File: config.mk
export PLATFORM = sky130hd
export DESIGN_NAME = demux_sched
export DESIGN_NICKNAME = d
export VERILOG_FILES = /design/src/rtl/demux_pkg.sv /design/src/rtl/demux_sched_rr_pick.sv /design/src/rtl/demux_sched.sv
export SDC_FILE = /design/constraint.sdc
export NUM_CORES = 1
export LEC_CHECK = 0
export ABC_AREA = 1
export CAP_MARGIN = 20
export CORE_MARGIN = 4
export CORE_UTILIZATION = 40
export CTS_CLUSTER_DIAMETER = 200
export CTS_CLUSTER_SIZE = 20
export DETAILED_ROUTE_END_ITERATION = 7
export PLACE_DENSITY = 0.73
export SYNTH_ARGS = -nofsm -noshare
export SYNTH_HDL_FRONTEND = slang
export SYNTH_SLANG_ARGS = --single-unit
export TNS_END_PERCENT = 5
File: constraint.sdc
create_clock -name clk_i -period 3.1 [get_ports clk_i]
set_input_delay 0.31 -clock clk_i [delete_from_list [all_inputs] [get_ports clk_i]]
set_output_delay 0.31 -clock clk_i [all_outputs]
set_load 0.03 [all_outputs]
File: src/rtl/demux_pkg.sv
// Shared types and constants for the demux scheduler: FSM state encoding,
// mode select values and the statistics counter width.
package demux_pkg;

    localparam int unsigned STAT_W = 16;

    localparam logic MODE_RR   = 1'b0;
    localparam logic MODE_ADDR = 1'b1;

    typedef enum logic [1:0] {
        IDLE = 2'd0,
        HOLD = 2'd1,
        DROP = 2'd2
    } state_e;

endpackage

File: src/rtl/demux_sched_rr_pick.sv
// Ready-masked round-robin picker: grants the first requesting channel
// found by searching upward from last_i+1 and wrapping to 0.
module rr_pick #(
    parameter int unsigned NUM_CH = 8,
    parameter int unsigned SEL_W  = $clog2(NUM_CH)
) (
    input  logic [NUM_CH-1:0] req_i,
    input  logic [SEL_W-1:0]  last_i,
    output logic [SEL_W-1:0]  grant_o,
    output logic              any_req_o
);

    logic [SEL_W-1:0] idx;
    logic             found;

    // NUM_CH is a power of two, so SEL_W-bit addition wraps the search for free.
    always_comb begin
        grant_o = last_i;
        found   = 1'b0;
        idx     = last_i;
        for (int unsigned i = 1; i <= NUM_CH; i++) begin
            idx = last_i + SEL_W'(i);
            if (!found && req_i[idx]) begin
                grant_o = idx;
                found   = 1'b1;
            end
        end
        any_req_o = |req_i;
    end

endmodule

File: src/rtl/demux_sched.sv
// One-word demux scheduler: accepts a word, holds it on one output channel until
// taken or timed out. Optional statistics counters under DEMUX_SCHED_STATS_EN.
module demux_sched
    import demux_pkg::*;
#(
    parameter int unsigned DATA_WIDTH = 32,
    parameter int unsigned NUM_CH     = 8,
    parameter int unsigned TIMEOUT    = 255,
    localparam int unsigned SEL_W     = $clog2(NUM_CH)
) (
    input  logic                  clk_i,
    input  logic                  arstn_i,
    input  logic                  enable_i,
    input  logic                  mode_i,
    input  logic [SEL_W-1:0]      dest_i,
    input  logic                  in_valid_i,
    input  logic [DATA_WIDTH-1:0] in_data_i,
    output logic                  in_ready_o,
    output logic [NUM_CH-1:0]     out_valid_o,
    input  logic [NUM_CH-1:0]     out_ready_i,
    output logic [DATA_WIDTH-1:0] out_data_o,
    output logic [SEL_W-1:0]      selector_o,
    output logic                  busy_o,
    output logic                  drop_o,
    output logic [STAT_W-1:0]     xfer_count_o,
    output logic [STAT_W-1:0]     drop_count_o
);

    localparam int unsigned CNT_W = (TIMEOUT == 0) ? 1 : $clog2(TIMEOUT + 1);

    state_e                  state_q, state_d;
    logic [DATA_WIDTH-1:0]   data_q, data_d;
    logic [SEL_W-1:0]        sel_q, sel_d;
    logic [SEL_W-1:0]        last_q, last_d;
    logic [NUM_CH-1:0]       valid_q, valid_d;
    logic                    busy_q, busy_d;
    logic                    drop_q, drop_d;
    logic [CNT_W-1:0]        hold_cnt_q, hold_cnt_d;

    logic [SEL_W-1:0]        rr_grant;
    logic                    rr_any;
    logic [SEL_W-1:0]        target;
    logic                    target_ok;
    logic                    accept;
    logic                    timeout_hit;
    logic                    xfer_inc;
    logic                    drop_inc;

    rr_pick #(
        .NUM_CH (NUM_CH),
        .SEL_W  (SEL_W)
    ) u_rr_pick (
        .req_i     (out_ready_i),
        .last_i    (last_q),
        .grant_o   (rr_grant),
        .any_req_o (rr_any)
    );

    assign target_ok = (mode_i == MODE_ADDR) ? 1'b1 : rr_any;
    assign target    = (mode_i == MODE_ADDR) ? dest_i : rr_grant;

    // Gated by arstn_i so the upstream never sees ready while in reset.
    assign in_ready_o = arstn_i & enable_i & (state_q == IDLE) & target_ok;
    assign accept     = in_valid_i & in_ready_o;

    assign timeout_hit = (TIMEOUT != 0) &&
                         ((32'(hold_cnt_q) + 32'd1) == 32'(TIMEOUT));

    always_comb begin
        state_d    = state_q;
        data_d     = data_q;
        sel_d      = sel_q;
        last_d     = last_q;
        valid_d    = valid_q;
        hold_cnt_d = hold_cnt_q;
        drop_d     = 1'b0;
        xfer_inc   = 1'b0;
        drop_inc   = 1'b0;
        unique case (state_q)
            IDLE: begin
                if (accept) begin
                    data_d     = in_data_i;
                    sel_d      = target;
                    valid_d    = NUM_CH'(1) << target;
                    hold_cnt_d = '0;
                    state_d    = HOLD;
                end
            end
            HOLD: begin
                // A completing transfer wins over a timeout in the same cycle.
                if (out_ready_i[sel_q]) begin
                    valid_d  = '0;
                    last_d   = sel_q;
                    xfer_inc = 1'b1;
                    state_d  = IDLE;
                end else if (timeout_hit) begin
                    valid_d  = '0;
                    drop_d   = 1'b1;
                    drop_inc = 1'b1;
                    state_d  = DROP;
                end else if (TIMEOUT != 0) begin
                    hold_cnt_d = hold_cnt_q + CNT_W'(1);
                end
            end
            DROP: begin
                state_d = IDLE;
            end
            default: begin
                valid_d = '0;
                state_d = IDLE;
            end
        endcase
        busy_d = (state_d != IDLE);
    end

    always_ff @(posedge clk_i or negedge arstn_i) begin
        if (!arstn_i) begin
            state_q    <= IDLE;
            data_q     <= '0;
            sel_q      <= '0;
            last_q     <= SEL_W'(NUM_CH - 1);
            valid_q    <= '0;
            busy_q     <= 1'b0;
            drop_q     <= 1'b0;
            hold_cnt_q <= '0;
        end else begin
            state_q    <= state_d;
            data_q     <= data_d;
            sel_q      <= sel_d;
            last_q     <= last_d;
            valid_q    <= valid_d;
            busy_q     <= busy_d;
            drop_q     <= drop_d;
            hold_cnt_q <= hold_cnt_d;
        end
    end

    assign out_valid_o = valid_q;
    assign out_data_o  = data_q;
    assign selector_o  = sel_q;
    assign busy_o      = busy_q;
    assign drop_o      = drop_q;

`ifdef DEMUX_SCHED_STATS_EN
    logic [STAT_W-1:0] xfer_cnt_q, xfer_cnt_d;
    logic [STAT_W-1:0] drop_cnt_q, drop_cnt_d;

    // Saturating event counters.
    always_comb begin
        xfer_cnt_d = xfer_cnt_q;
        drop_cnt_d = drop_cnt_q;
        if (xfer_inc && (xfer_cnt_q != '1)) begin
            xfer_cnt_d = xfer_cnt_q + STAT_W'(1);
        end
        if (drop_inc && (drop_cnt_q != '1)) begin
            drop_cnt_d = drop_cnt_q + STAT_W'(1);
        end
    end

    always_ff @(posedge clk_i or negedge arstn_i) begin
        if (!arstn_i) begin
            xfer_cnt_q <= '0;
            drop_cnt_q <= '0;
        end else begin
            xfer_cnt_q <= xfer_cnt_d;
            drop_cnt_q <= drop_cnt_d;
        end
    end

    assign xfer_count_o = xfer_cnt_q;
    assign drop_count_o = drop_cnt_q;
`else
    logic unused_stats;
    assign unused_stats = xfer_inc ^ drop_inc;
    assign xfer_count_o = '0;
    assign drop_count_o = '0;
`endif

endmodule

# Word-level counts from Yosys, hierarchy flattened
# Index checks and enable logic that the tools add are counted.
# word_totals
input_bits,48
out_inout_bits,78
ff_bits,58
elab_cells,111
mem_bits_ro,0
latchBits,0
ramBits,0
mem_count,0
# op_classes
addsub,9
n_mux,50
n_div,0
reduce_logical,22
n_eq_ne,7
n_lt_le_gt_ge,9
multipliers,0
n_shift,1
bitwise,5
# ops
cell,n
8-bit two-way mux,6
"3-bit by 4-bit < comparator with 1-bit output, second input constant",9
1-bit binary-select mux with 3-bit select,9
3-bit two-way mux,9
8-bit case mux with 3 select lines,1
1-bit two-way mux,20
8-bit case mux with 2 select lines,1
"3-bit adder, second input constant",4
"8-bit by 1-bit adder with 9-bit output, second input constant",1
"9-bit by 8-bit equality test with 1-bit output, second input constant",1
"8-bit by 1-bit adder with 8-bit output, second input constant",1
8-bit OR reduction,1
"1-bit by 3-bit << shifter with 8-bit output, first input constant",1
1-bit logical AND,7
1-bit zero test,7
"3-bit by 2-bit adder with 3-bit output, second input constant",2
2-bit two-way mux,3
"2-bit inequality test, second input constant",3
1-bit bitwise AND,4
2-bit case mux with 2 select lines,1
2-bit AND reduction,2
4-bit AND reduction,1
2-bit nonzero test,2
"3-bit by 1-bit adder with 3-bit output, second input constant",1
other kinds (6),6

# Depth between registers and ports, before layout
# Gate-level depths: netlist (run 1).
# logic_depth
depth_word,29
depth_mapped,20
depth_no_buf,19

# Hierarchy
# From an unflattened synthesis (run 1), not the netlist that was laid out.
# unflattened
hier_cells,509
area_unflattened_um2,3647.2
# modules_own_cells
mod,area_per_inst_um2,seq_area_each_um2,n_inst,cells_each
demux_sched,2927.8,1455.1,1,371
rr_pick,719.4,0.0,1,138

# Worst setup path before layout (run 1)
# No wires, ideal clock.
# synth_timing
path_kind,register to register
startpoint,register last_q[1]
endpoint,register valid_q[5] (netlist: out_valid_o[5])
required_ps,2983
path_slack_ps,584
path_buffers,1
arrival_time_ps,2399
setup_ps,117
synth_period_minus_slack_ps,2516
stages_incl_launch_ff,20
cell_sequence,dfstp_2 buf_2 inv_2 ha_1 inv_2 nand3_1 nand2_1 nand2_1 nand2_2 nand3_2 nor2_4 nand4_2 nand2_1 inv_1 nand2_1 nand3_2 nand2_1 nor2_1 nand2_1 nand2_1
# synth_between
elab_chain_cells,29
elab_cells_between_ends,56
classes_between,add/sub: 7; shift: 1; mux: 34; reduce/logical: 14
# synth_rtl
item,line,rtl
from (decl),demux_sched.sv:34,"logic [SEL_W-1:0] last_q, last_d;"
from (signal assigned),demux_sched.sv:121,last_q <= SEL_W'(NUM_CH - 1);
from (signal assigned),demux_sched.sv:130,last_q <= last_d;
3-bit by 1-bit adder with 3-bit output,demux_sched_rr_pick.sv:22,idx = last_i + SEL_W'(i);
1-bit binary-select mux with 3-bit select,demux_sched_rr_pick.sv:23,if (!found && req_i[idx]) begin
1-bit two-way mux (not written as such),demux_sched_rr_pick.sv:23,
1-bit two-way mux,demux_sched_rr_pick.sv:23,
1-bit zero test,demux_sched_rr_pick.sv:23,
1-bit logical AND,demux_sched_rr_pick.sv:23,
1-bit two-way mux,demux_sched_rr_pick.sv:23,
1-bit zero test,demux_sched_rr_pick.sv:23,
[13 not listed],-,
1-bit two-way mux,demux_sched_rr_pick.sv:23,
1-bit zero test,demux_sched_rr_pick.sv:23,
1-bit logical AND,demux_sched_rr_pick.sv:23,
3-bit two-way mux *,demux_sched_rr_pick.sv:23,
3-bit two-way mux *,demux_sched.sv:60,assign target = (mode_i == MODE_ADDR) ? dest_i : rr_grant;
1-bit by 3-bit << shifter with 8-bit output *,demux_sched.sv:84,valid_d = NUM_CH'(1) << target;
8-bit two-way mux *,demux_sched.sv:81,if (accept) begin
8-bit case mux with 3 select lines *,demux_sched.sv:79,unique case (state_q)
to (signal assigned),demux_sched.sv:131,valid_q <= valid_d;
to (decl),demux_sched.sv:35,"logic [NUM_CH-1:0] valid_q, valid_d;"
# Every way passes the cells marked *; elsewhere a longest branch is shown, timed or not. The select of a mux whose other input is x is not followed.
# A chain may end at the register's enable or synchronous reset.

# Final worst setup path (run 1)
# layout_timing
startpoint,register last_q[1]
endpoint,register valid_q[6] (netlist: out_valid_o[6])
# Same word-level chain as after synthesis.

==> run_results.csv, run 1 <==
group,metric,value,unit
status,status,"finished, final reports clean",
grt,grt_pass1_wl,15300,um
worst_setup_path,cp_top_family,"simple AND/OR/NAND/NOR gates",
worst_setup_path,cp_max_fo,10,
placed_design,io_buffer_count,93,
grt,grt_pass1_vias,3281,
die,dieArea,10300,um^2
sta,fin_crit,2.82,ns
clock_network,cts_sinks,58,
layout,drive_above_1_share,11.1,%
worst_setup_path,cp_num_buf_inv,2,
sta,finalSetupViolCount,0,
hold_path,worstHoldPathType,"in -> async",
sta,finalMaxSlewViolations,0,
synthesis,synth-seq-area-share,41.7,%
job,maxCapViolCount,0,
route,first_pass_iters,5,
synthesis,ys_types,40,
grt,grt_max_degree,59,
route,via_count,3295,
power_and_ir_drop,p_leak,0.00233,uW
sta,skew,0.00655,ns
layout,post-route-util,55.4,%
route,drtAntennaViolNets,0,
grt,antenna_found_initial,0,
worst_setup_path,worstPathArrival,3.08,ns
sta,period_share,90.9,%
clock_network,cts_made_buffers,9,
synthesis,synthFlopType,"dfrtp_1",
die,core_area,8340,um^2
worst_setup_path,max_stage_delay,0.67,ns
die,top_level_ports,126,
sta,maxSlewHeadroom,51.7,%
clock_network,cts_buffer_depth,2,
synthesis,ys_ff_latch,58,
worst_setup_path,crit_path_end_kind,"flip-flop",
worst_setup_path,startpoint_type,"flip-flop",
worst_setup_path,crit_required,3.36,ns
layout,fin_nets,622,
die,start_util,41.9,%
synthesis,yosysWarnings,0,
worst_setup_path,crit_chain,"inv_2, ha_1, inv_2, nand3_1, nand3_2, nand2_4, nor2_4, nand4_2, nor2_2, nor2_1, o21ai_2, nand2_2, a21oi_2, nand2_1, nand2_1",
layout,num_antenna_cells,0,
sta,setup-tns-final,0,ns
power_and_ir_drop,p_total,5140,uW
synthesis,synth_edf_count,0,
sta,finalHoldViolCount,0,
worst_setup_path,critPathSlowestCell,"dfstp_2",
die,core.rowCount,33,
placed_design,gp_congestion,0.935,
layout,most-common-layout-cells,"nand2_1, clkdlybuf4s50_1, dfrtp_1, nand3_1, conb_1",
power_and_ir_drop,ir_worst_vdd,0.000495,V
sta,tightest_slew,0.725,ns
route,wl_per_cell,13.4,um
layout,final_common_cell,"nand2_1",
layout,area_growth,32.2,%
placed_design,dp_hpwl,6910,um
worst_setup_path,crit_type,"reg -> reg",
grt,grt.overflow.total,0,
die,dieHeight,101,um
die,die_w,101,um
route,drcViolationCount,0,
clock_network,cts_resized,0,
clock_network,cts-htree-levels,3,
clock_network,cts_tree,"yes",
synthesis,ys_async_sr_fraction,100,%
clock_network,clock_latency,0.32,ns
synthesis,synth_cells,472,
sta,fmax,355,MHz
sta,rsz0062_at_grt,"false",
route,drt_iter0_drc,173,
synthesis,syn_area_per_cell,7.40,um^2
power_and_ir_drop,p_per_area,1110,nW/um^2
grt,grt_use_total,18.5,%
route,viasPerCell,4.85,
route,wl,9120,um
clock_network,cts_root_buffer,"clkbuf_8",
synthesis,synth_area,3490,um^2
clock_network,clk_pin_slew,0.07,ns
## stage by stage
stage               hold slack (ns)  worst slack (ns)  area (um^2)  instances
floorplan                    0.0144             0.584         3610        503
global placement              0.461             0.311         4390        661
detailed placement            0.466             0.201         4390        661
CTS                           0.173             0.201         4590        677
global route                  0.208            0.0509         4620        680
finish                        0.153             0.281         4620        680
## Yosys cell counts, types with 3 or more instances
cell type | number | share of area (%)
a21oi_1 | 4 | 0.57
dfstp_2 | 3 | 2.3
o21ai_0 | 13 | 1.9
nand3_1 | 37 | 5.3
nand2_1 | 205 | 22
nor2_1 | 21 | 2.3
buf_4 | 34 | 7.3
xor2_1 | 7 | 1.8
inv_2 | 11 | 1.2
dfrtp_1 | 55 | 39
nor2_4 | 4 | 1.3
o22ai_1 | 5 | 0.90
nand2_2 | 8 | 1.4
inv_1 | 22 | 2.4
nand3_2 | 4 | 1.1
ha_1 | 4 | 1.4
clkbuf_1 | 5 | 0.54
nand4_1 | 4 | 0.72
## final timing paths
check	slack, ns	endpoint	depth (start not counted)	start
setup reg to reg	0.28	out_valid_o[6]	15	last_q[1]
setup / recovery	0.28	out_valid_o[6]	15	last_q[1]
hold / removal	0.15	drop_o	2	arstn_i
max in group asynchronous	2.46	selector_o[2]	2	arstn_i
hold reg to reg	0.49	out_valid_o[6]	2	out_valid_o[6]
min in group clk_i	0.49	out_valid_o[6]	2	out_valid_o[6]
## power by group
group | total [uW] | switching [uW] | internal [uW]
clock network | 697 | 287 | 410
registers | 1310 | 247 | 1070
logic | 3130 | 2000 | 1130
total | 5140 | 2530 | 2610
## cell type report
| cell class | instances | area [um^2] |
|---|---|---|
| Multi-Input combinational cell | 368 | 1730 |
| Tap cell | 105 | 131 |
| Fill cell | 763 | 3720 |
| Sequential cell | 58 | 1460 |
| Clock buffer | 11 | 151 |
| Timing Repair Buffer | 99 | 971 |
| Clock inverter | 5 | 52.6 |
| Inverter | 34 | 128 |
## per-layer routing
metal | part of all wire [%] | GRT usage (%)
met4 | 2.6 | 7.26
met2 | 46 | 29.2
met5 | 0 | 0
met3 | 11 | 8.20
met1 | 41 | 22.3
## state kept, by name (all words and copies together), names as in the netlist
register,cells
selector_o,3
state_q,2
hold_cnt_q,8
out_data_o,32
out_valid_o,8
busy_o,1
drop_o,1
last_q,3
## kinds of logic (layout without fill, tap and decap cells)
family | after synthesis | in the layout | share of synthesized area, %
xor+xnor | 9 | 9 | 2.47
compound gates | 31 | 31 | 5.70
flops | 58 | 58 | 41.7
simple gates | 292 | 292 | 36.4
fa+ha+maj | 4 | 4 | 1.43
other cells | 1 | 32 | 0.107
buf+inv | 77 | 149 | 12.2
## timing repair
action / 4_1_cts / 5_1_grt
hold buffers: 0 / 0
buffers inserted: 0 / 3
setup endpoints to repair: 0 / 6
endpoints found under the hold margin: 0 / 0
(Power assumes the default switching activity.)
==> run 2: changes to the inputs <==
--- a/config.mk
+++ b/config.mk
@@ -5,14 +5,15 @@
 export SDC_FILE = /design/constraint.sdc
 export NUM_CORES = 1
 export LEC_CHECK = 0
-export ABC_AREA = 1
+export ABC_AREA = 0
 export CAP_MARGIN = 20
 export CORE_MARGIN = 4
 export CORE_UTILIZATION = 40
 export CTS_CLUSTER_DIAMETER = 200
 export CTS_CLUSTER_SIZE = 20
 export DETAILED_ROUTE_END_ITERATION = 7
-export PLACE_DENSITY = 0.73
+export PLACE_DENSITY = 0.72
+export SLEW_MARGIN = 0
 export SYNTH_ARGS = -nofsm -noshare
 export SYNTH_HDL_FRONTEND = slang
 export SYNTH_SLANG_ARGS = --single-unit
==> run_results.csv, run 2 <==
group,metric,value,unit
clock_network,cts_root_buffer,"clkbuf_8",
worst_setup_path,cp_max_fo,6,
power_and_ir_drop,p_seq_share,24.0,%
synthesis,ys_ff_latch,58,
route,viasPerCell,5.21,
worst_setup_path,crit_chain,"inv_4, ha_4, buf_4, mux4_2, mux2i_4, nand4_4, buf_4, or4_1, o21ai_2, a311oi_2, buf_4, mux2_4",
placed_design,dp_cells,598,
clock_network,clock_latency,0.33,ns
synthesis,synthTopCellsByArea,"dfrtp_1, nand2_1, mux4_2",
worst_setup_path,worstPathArrival,3.23,ns
synthesis,synth_cells,401,
grt,antenna_found_initial,1,
grt,grt_pass1_vias,3217,
job,maxCapViolCount,0,
power_and_ir_drop,netSwitchingPower,2280,uW
layout,largest_reg_flops,32,
layout,stdcell_count,623,
sta,finalSetupViolCount,0,
synthesis,synth.most_common_cell,"nand2_1",
grt,grt.overflow.total,0,
sta,fin_crit,3.02,ns
worst_setup_path,crit_type,"reg -> reg",
route,drtAntennaViolNets,0,
sta,rsz0062_at_grt,"true",
route,drcViolationCount,0,
layout,area_growth,34.7,%
synthesis,synth_commonest_cells,"nand2_1, dfrtp_1, buf_4, nor2_1, o21ai_0",
sta,finalHoldViolCount,0,
worst_setup_path,critPathMostFrequentCell,"buf_4",
route,drt_iter0_drc,175,
worst_setup_path,rr_endpoint,"selector_o[0]",
worst_setup_path,reg2reg_slack,0.08,ns
worst_setup_path,crit_path_end_kind,"flip-flop",
power_and_ir_drop,p_total,5080,uW
status,status,"finished, final reports clean",
placed_design,dp_hpwl,7140,um
power_and_ir_drop,power.clock.fraction,12.9,%
clock_network,clk_pin_slew,0.07,ns
placed_design,io_buffer_count,93,
clock_network,cts_tree,"yes",
grt,grt_max_degree,59,
die,core.rowCount,34,
synthesis,yosysWarnings,0,
worst_setup_path,rr_worst_depth,12,
power_and_ir_drop,switching_share,44.9,%
layout,finish.instance_area,4860,um^2
power_and_ir_drop,p_comb_share,63.1,%
power_and_ir_drop,ir_worst_vdd,0.000541,V
placed_design,place_area,4580,um^2
sta,maxSlewHeadroom,47.2,%
clock_network,cts_made_buffers,9,
die,core_area,8760,um^2
clock_network,cts_sinks,58,
synthesis,netlist.area_leader.share,38.2,%
sta,skew,0.0107,ns
synthesis,ys_types,53,
die,top_level_ports,126,
grt,grt_use_total,18.5,%
sta,fmax,331,MHz
sta,setup-tns-final,0,ns
worst_setup_path,crit_required,3.31,ns
sta,period_share,97.4,%
die,dieHeight,103,um
sta,tightest_slew,0.783,ns
worst_setup_path,startpoint_type,"flip-flop",
worst_setup_path,timing.rr.start,"last_q[0]",
synthesis,ys_async_sr_fraction,100,%
synthesis,synth-seq-area-share,40.4,%
placed_design,gp_congestion,0.938,
layout,drive_above_1_share,13.4,%
synthesis,synthFlopType,"dfrtp_1",
layout,fin_nets,563,
worst_setup_path,critPathSlowestCell,"dfstp_2",
die,die_w,103,um
power_and_ir_drop,p_leak,0.00218,uW
route,first_pass_iters,5,
clock_network,cts-htree-levels,3,
layout,most-common-layout-cells,"nand2_1, clkdlybuf4s50_1, dfrtp_1, conb_1, buf_4",
grt,grt_pass1_wl,15500,um
synthesis,syn_area_per_cell,8.99,um^2
synthesis,yosysTopAreaCell,"dfrtp_1",
worst_setup_path,max_stage_delay,0.57,ns
synthesis,synth_area,3610,um^2
synthesis,synth_edf_count,0,
layout,num_antenna_cells,0,
power_and_ir_drop,internal_power,2800,uW
die,dieArea,10600,um^2
route,wl,9800,um
route,wl_per_cell,15.7,um
route,via_count,3247,
sta,finalMaxSlewViolations,0,
layout,final_common_cell,"nand2_1",
sta,hold-worst-slack,0.156,ns
power_and_ir_drop,p_per_area,1040,nW/um^2
hold_path,worstHoldPathType,"in -> async",
clock_network,cts_buffer_depth,2,
die,start_util,41.1,%
[run 2: cell types whose count changed after synthesis, sizes merged, moves of 4 or more]
cell and delta:
nand3 -29, nand4 -5, o21ai +6, and2 +4, nor2 -11, nor2b +6
nand2 -83, nand2b +6, xor2 -4, inv -21, mux4 +13, a22o +4
mux2i +10
[run 2: worst max-delay path: cells and delay by family (launching register included)]
family,cells,cell delay (ns)
and+or+nand+nor,2,0.55
buffers and inverters,4,0.53
muxes,3,0.81
DFF,1,0.57
AOI/OAI and AO/OA,2,0.14
adders and majority gates,1,0.31
[run 2: worst max path at each step]
| stage | start | to |
|---|---|---|
| 2_1_floorplan | last_q[0] | out_valid_o[0] |
| 3_5_place_dp | out_ready_i[1] | out_valid_o[2] |
| 3_3_place_gp | out_ready_i[5] | out_valid_o[6] |
| 4_1_cts | last_q[0] | out_valid_o[2] |
| 5_1_grt | last_q[1] | out_valid_o[2] |
| 6_report | last_q[0] | selector_o[0] |
[run 2: power groups by stage]
stage / clock, uW / sequential, uW / combinational, uW
3_5_place_dp: 0 / 1230 / 2950
3_3_place_gp: 0 / 1220 / 2910
5_1_grt: 710 / 1260 / 3450
6_report: 655 / 1220 / 3200
2_1_floorplan: 0 / 1590 / 1720
4_1_cts: 676 / 1220 / 2970
[run 2: cell families (layout without fill, tap and decap cells)]
group	after synthesis	after routing	share of synthesized area [%]
AO/OA/AOI/OAI	63	63	12.0
XOR/XNOR	7	7	1.91
adder cells (fa/ha/maj)	4	4	1.39
buffers and inverters	59	142	10.1
flip-flops	58	58	40.4
multiplexers	25	25	12.2
other	1	32	0.104
AND/OR/NAND/NOR	184	184	21.9
[run 2: layer usage]
metal | track usage (%) | routed length [um]
met1 | 23.6 | 3870
met2 | 28.3 | 4530
met5 | 0 | 12
met4 | 7.37 | 213
met3 | 7.10 | 1180
[run 2: final cells by class]
cell class | instances | area (um^2)
Timing Repair Buffer | 115 | 1090
Clock inverter | 1 | 7.51
Inverter | 12 | 47.5
Clock buffer | 14 | 183
Fill cell | 791 | 3910
Tap cell | 108 | 135
Sequential cell | 58 | 1460
Multi-Input combinational cell | 315 | 1940
[run 2: repair_timing]
action | CTS | global route
gates resized for setup | 0 | 6
buffers inserted | 0 | 10
hold buffers | 0 | 0
endpoints found under the setup margin | 0 | 10
[run 2: per-stage QoR]
| stage | utilization (%) | setup slack [ns] |
|---|---|---|
| finish | 55.4 | 0.0791 |
| global route | 55.4 | -0.0482 |
| CTS | 54.4 | 0.00207 |
| detailed placement | 52.3 | -0.0398 |
| global placement | 52.3 | 0.0423 |
| floorplan | - | -0.00567 |
==> variant (settings of run 2) <==
Build with the macro `DEMUX_SCHED_STATS_EN` defined.
--- a/src/rtl/demux_sched.sv
+++ b/src/rtl/demux_sched.sv
@@ -1,5 +1,7 @@
 // One-word demux scheduler: accepts a word, holds it on one output channel until
 // taken or timed out. Optional statistics counters under DEMUX_SCHED_STATS_EN.
+`define DEMUX_SCHED_STATS_EN
+
 module demux_sched
     import demux_pkg::*;
 #(
Formal check against the unedited RTL: not equivalent (Yosys sat finds a counterexample within 4 cycles, from zero or initial values and one cycle with arstn_i low).
==> variant against run 2 <==
- area after synthesis up 38%
- final cell count rose by 35%
- sequential cell count up 32
- count of clock-buffer cells in the layout decreased by 3
- worst setup slack worse by 3.2 ps
- routed wire length is 45% higher
- final area increased by 45%
- sequential share of layout area increased by 2.1 points
- die area increased by 35%
- total power is 29% higher
- critical path type unchanged
- largest power group unchanged
==> variant: results (changes against run 2) <==
Logic synthesis
  • Xor-xnor portion of the synthesized cell area: 0.0647 (+0.0456)
  • Synth Area in Compound Gates: 0.114 (-0.00613)
  • Mapped Nets: 567
  • Post-synth top cells: nand2_1 (137), dfrtp_1 (87), nor2_1 (34)
  • Multiplexer share of the synthesized area: 0.101 (-0.0207)
  • Top cells by area, synth: dfrtp_1 (44%), nand2_1 (10%), mux4_2 (5.9%)
  • Yosys cell types: 66 (+25%)
  • Post-synthesis adder-cell area fraction: 0.0151 (+0.00122)
  • Ys Warns: 0 (unchanged)
  • Seq/Total Area, Yosys: 0.454 (+0.0503)
  • Most used DFF post-synth: dfrtp_1
  • FFs w/ async S/R, synth: 1.00 (unchanged)

Cells and area
  • Fraction of layout cells with a size suffix above 1: 0.163 (+0.0292)
  • Ant. Diodes: 0 (unchanged)
  • Final nets: 724 (+29%)
  • Max FFs per register: 32 (unchanged)

Global routing
  • Vias in the first global route: 4503 (+40%)
  • Total track usage: 0.201 (+0.0161)
  • Initial antenna violation count: 0 (-1)
  • Largest net degree at the start of global routing: 59 (unchanged)
  • First-pass GRT wire length: 23200 um (+50%)

Placement
  • Port Buf Inserts: 125 (+34%)
  • GPL Wtd Cong: 0.986 (+5.1%)
  • Pre-CTS setup slack: -108 ps (-68.5 ps)
  • Detail Placement HPWL: 10400 um (+45%)
  • Area post-placement: 6550 um^2 (+43%)

Pwr
  • P_leak: 3.13 nW (+44%)
  • Peak VDD IR: 676 uV (+25%)

Clock network
  • Root Buffer: clkbuf_16
  • Clk_lat worst skew: 330 ps (about the same)
  • Num CTS Buffers: 9 (unchanged)
  • CTS clk-pin slew, worst paths: 70 ps (about the same)

Detailed routing
  • Via Count: 4406 (+36%)
  • Starting DRT DRC Count: 391 (+120%)
  • Final WL: 14300 um (+45%)
  • TritonRoute pass-1 iters: 5 (unchanged)

STA
  • Setup Total Neg Slack: 0 ps (unchanged)
  • Max Fclk: 0.331 GHz (-0.11%)
  • Clock skew: 11.9 ps (+1.20 ps)
  • Slew HR: 0.516 (+0.0433)
  • Hold Vio Cnt, Final: 0 (unchanged)

Worst setup path
  • R2r setup slk: 80 ps
  • FF-to-FF End: out_valid_o[2]
  • Worst reg-to-reg path cell count: 9 (-3)
  • Critical path's top delay family: flip-flops
  • Worst reg2reg path startpoint: last_q[2]
  • Type of the worst setup path: flop to flop
  • Slowest stage cell, crit path: dfstp_4
  • Critical path's largest stage delay: 730 ps (+160 ps)
  • Max FO, Critical Path: 12 (+6)

Run status
  • Status: completed

Min path
  • Worst min-delay path class: input pin to async pin
==> variant: cell count changes after synthesis, moves of 6 or more <==
cell	delta
xnor2_1	+15
nand2_1	+6
xor2_1	+12
nand3_1	+6
buf_4	-36
dfrtp_1	+32
nor3_1	+13
nor2_1	+19
inv_1	+6
==> variant: report_power, final <==
group / switching (mW) / internal, mW / leakage, nW
logic: 2.10 / 1.70 / 1.83
registers: 0.224 / 1.45 / 1.15
clock network: 0.439 / 0.644 / 0.142
total: 2.76 / 3.80 / 3.13
==> variant: worst reg2reg max path, cell delays in order (launching register included) <==
cell and delay [ps]:
dfstp_4 730, mux4_2 540, nor2_1 200, nor3_4 100, buf_4 160, nor3_1 280, a21oi_1 160, xnor2_2 190
o211a_2 290, a32o_1 270
==> variant: per-stage QoR <==
| step | hold WS, ps | cells |
|---|---|---|
| global placement | 412 | 819 |
| floorplan | 14.4 | 513 |
| global route | 61.3 | 842 |
| finish | 44.1 | 842 |
| CTS | 50.9 | 836 |
| detailed placement | 410 | 819 |
==> variant: what timing repair did <==
item / 4_1_cts / 5_1_grt
endpoints found under the setup margin: 5 / 10
resized for setup: 2 / 24
pin swaps: 0 / 7
buffers inserted: 2 / 5
cloned: 0 / 1
==> variant: layout make-up <==
type | instances | area, um^2
Inverter | 17 | 63.8
Tap cell | 168 | 210
Sequential cell | 90 | 2260
Clock inverter | 4 | 51.3
Timing Repair Buffer | 165 | 1560
Fill cell | 1048 | 5060
Clock buffer | 11 | 243
Multi-Input combinational cell | 387 | 2660
==> variant: routing by layer <==
metal,vias up,share of wire,wire length (um),track usage
met4,0,0.012,172,0.0501
met1,2164,0.42,5970,0.256
met2,134,0.51,7280,0.340
met3,17,0.059,841,0.0546
li1,2091,-,-,-
met5,-,0,0,0
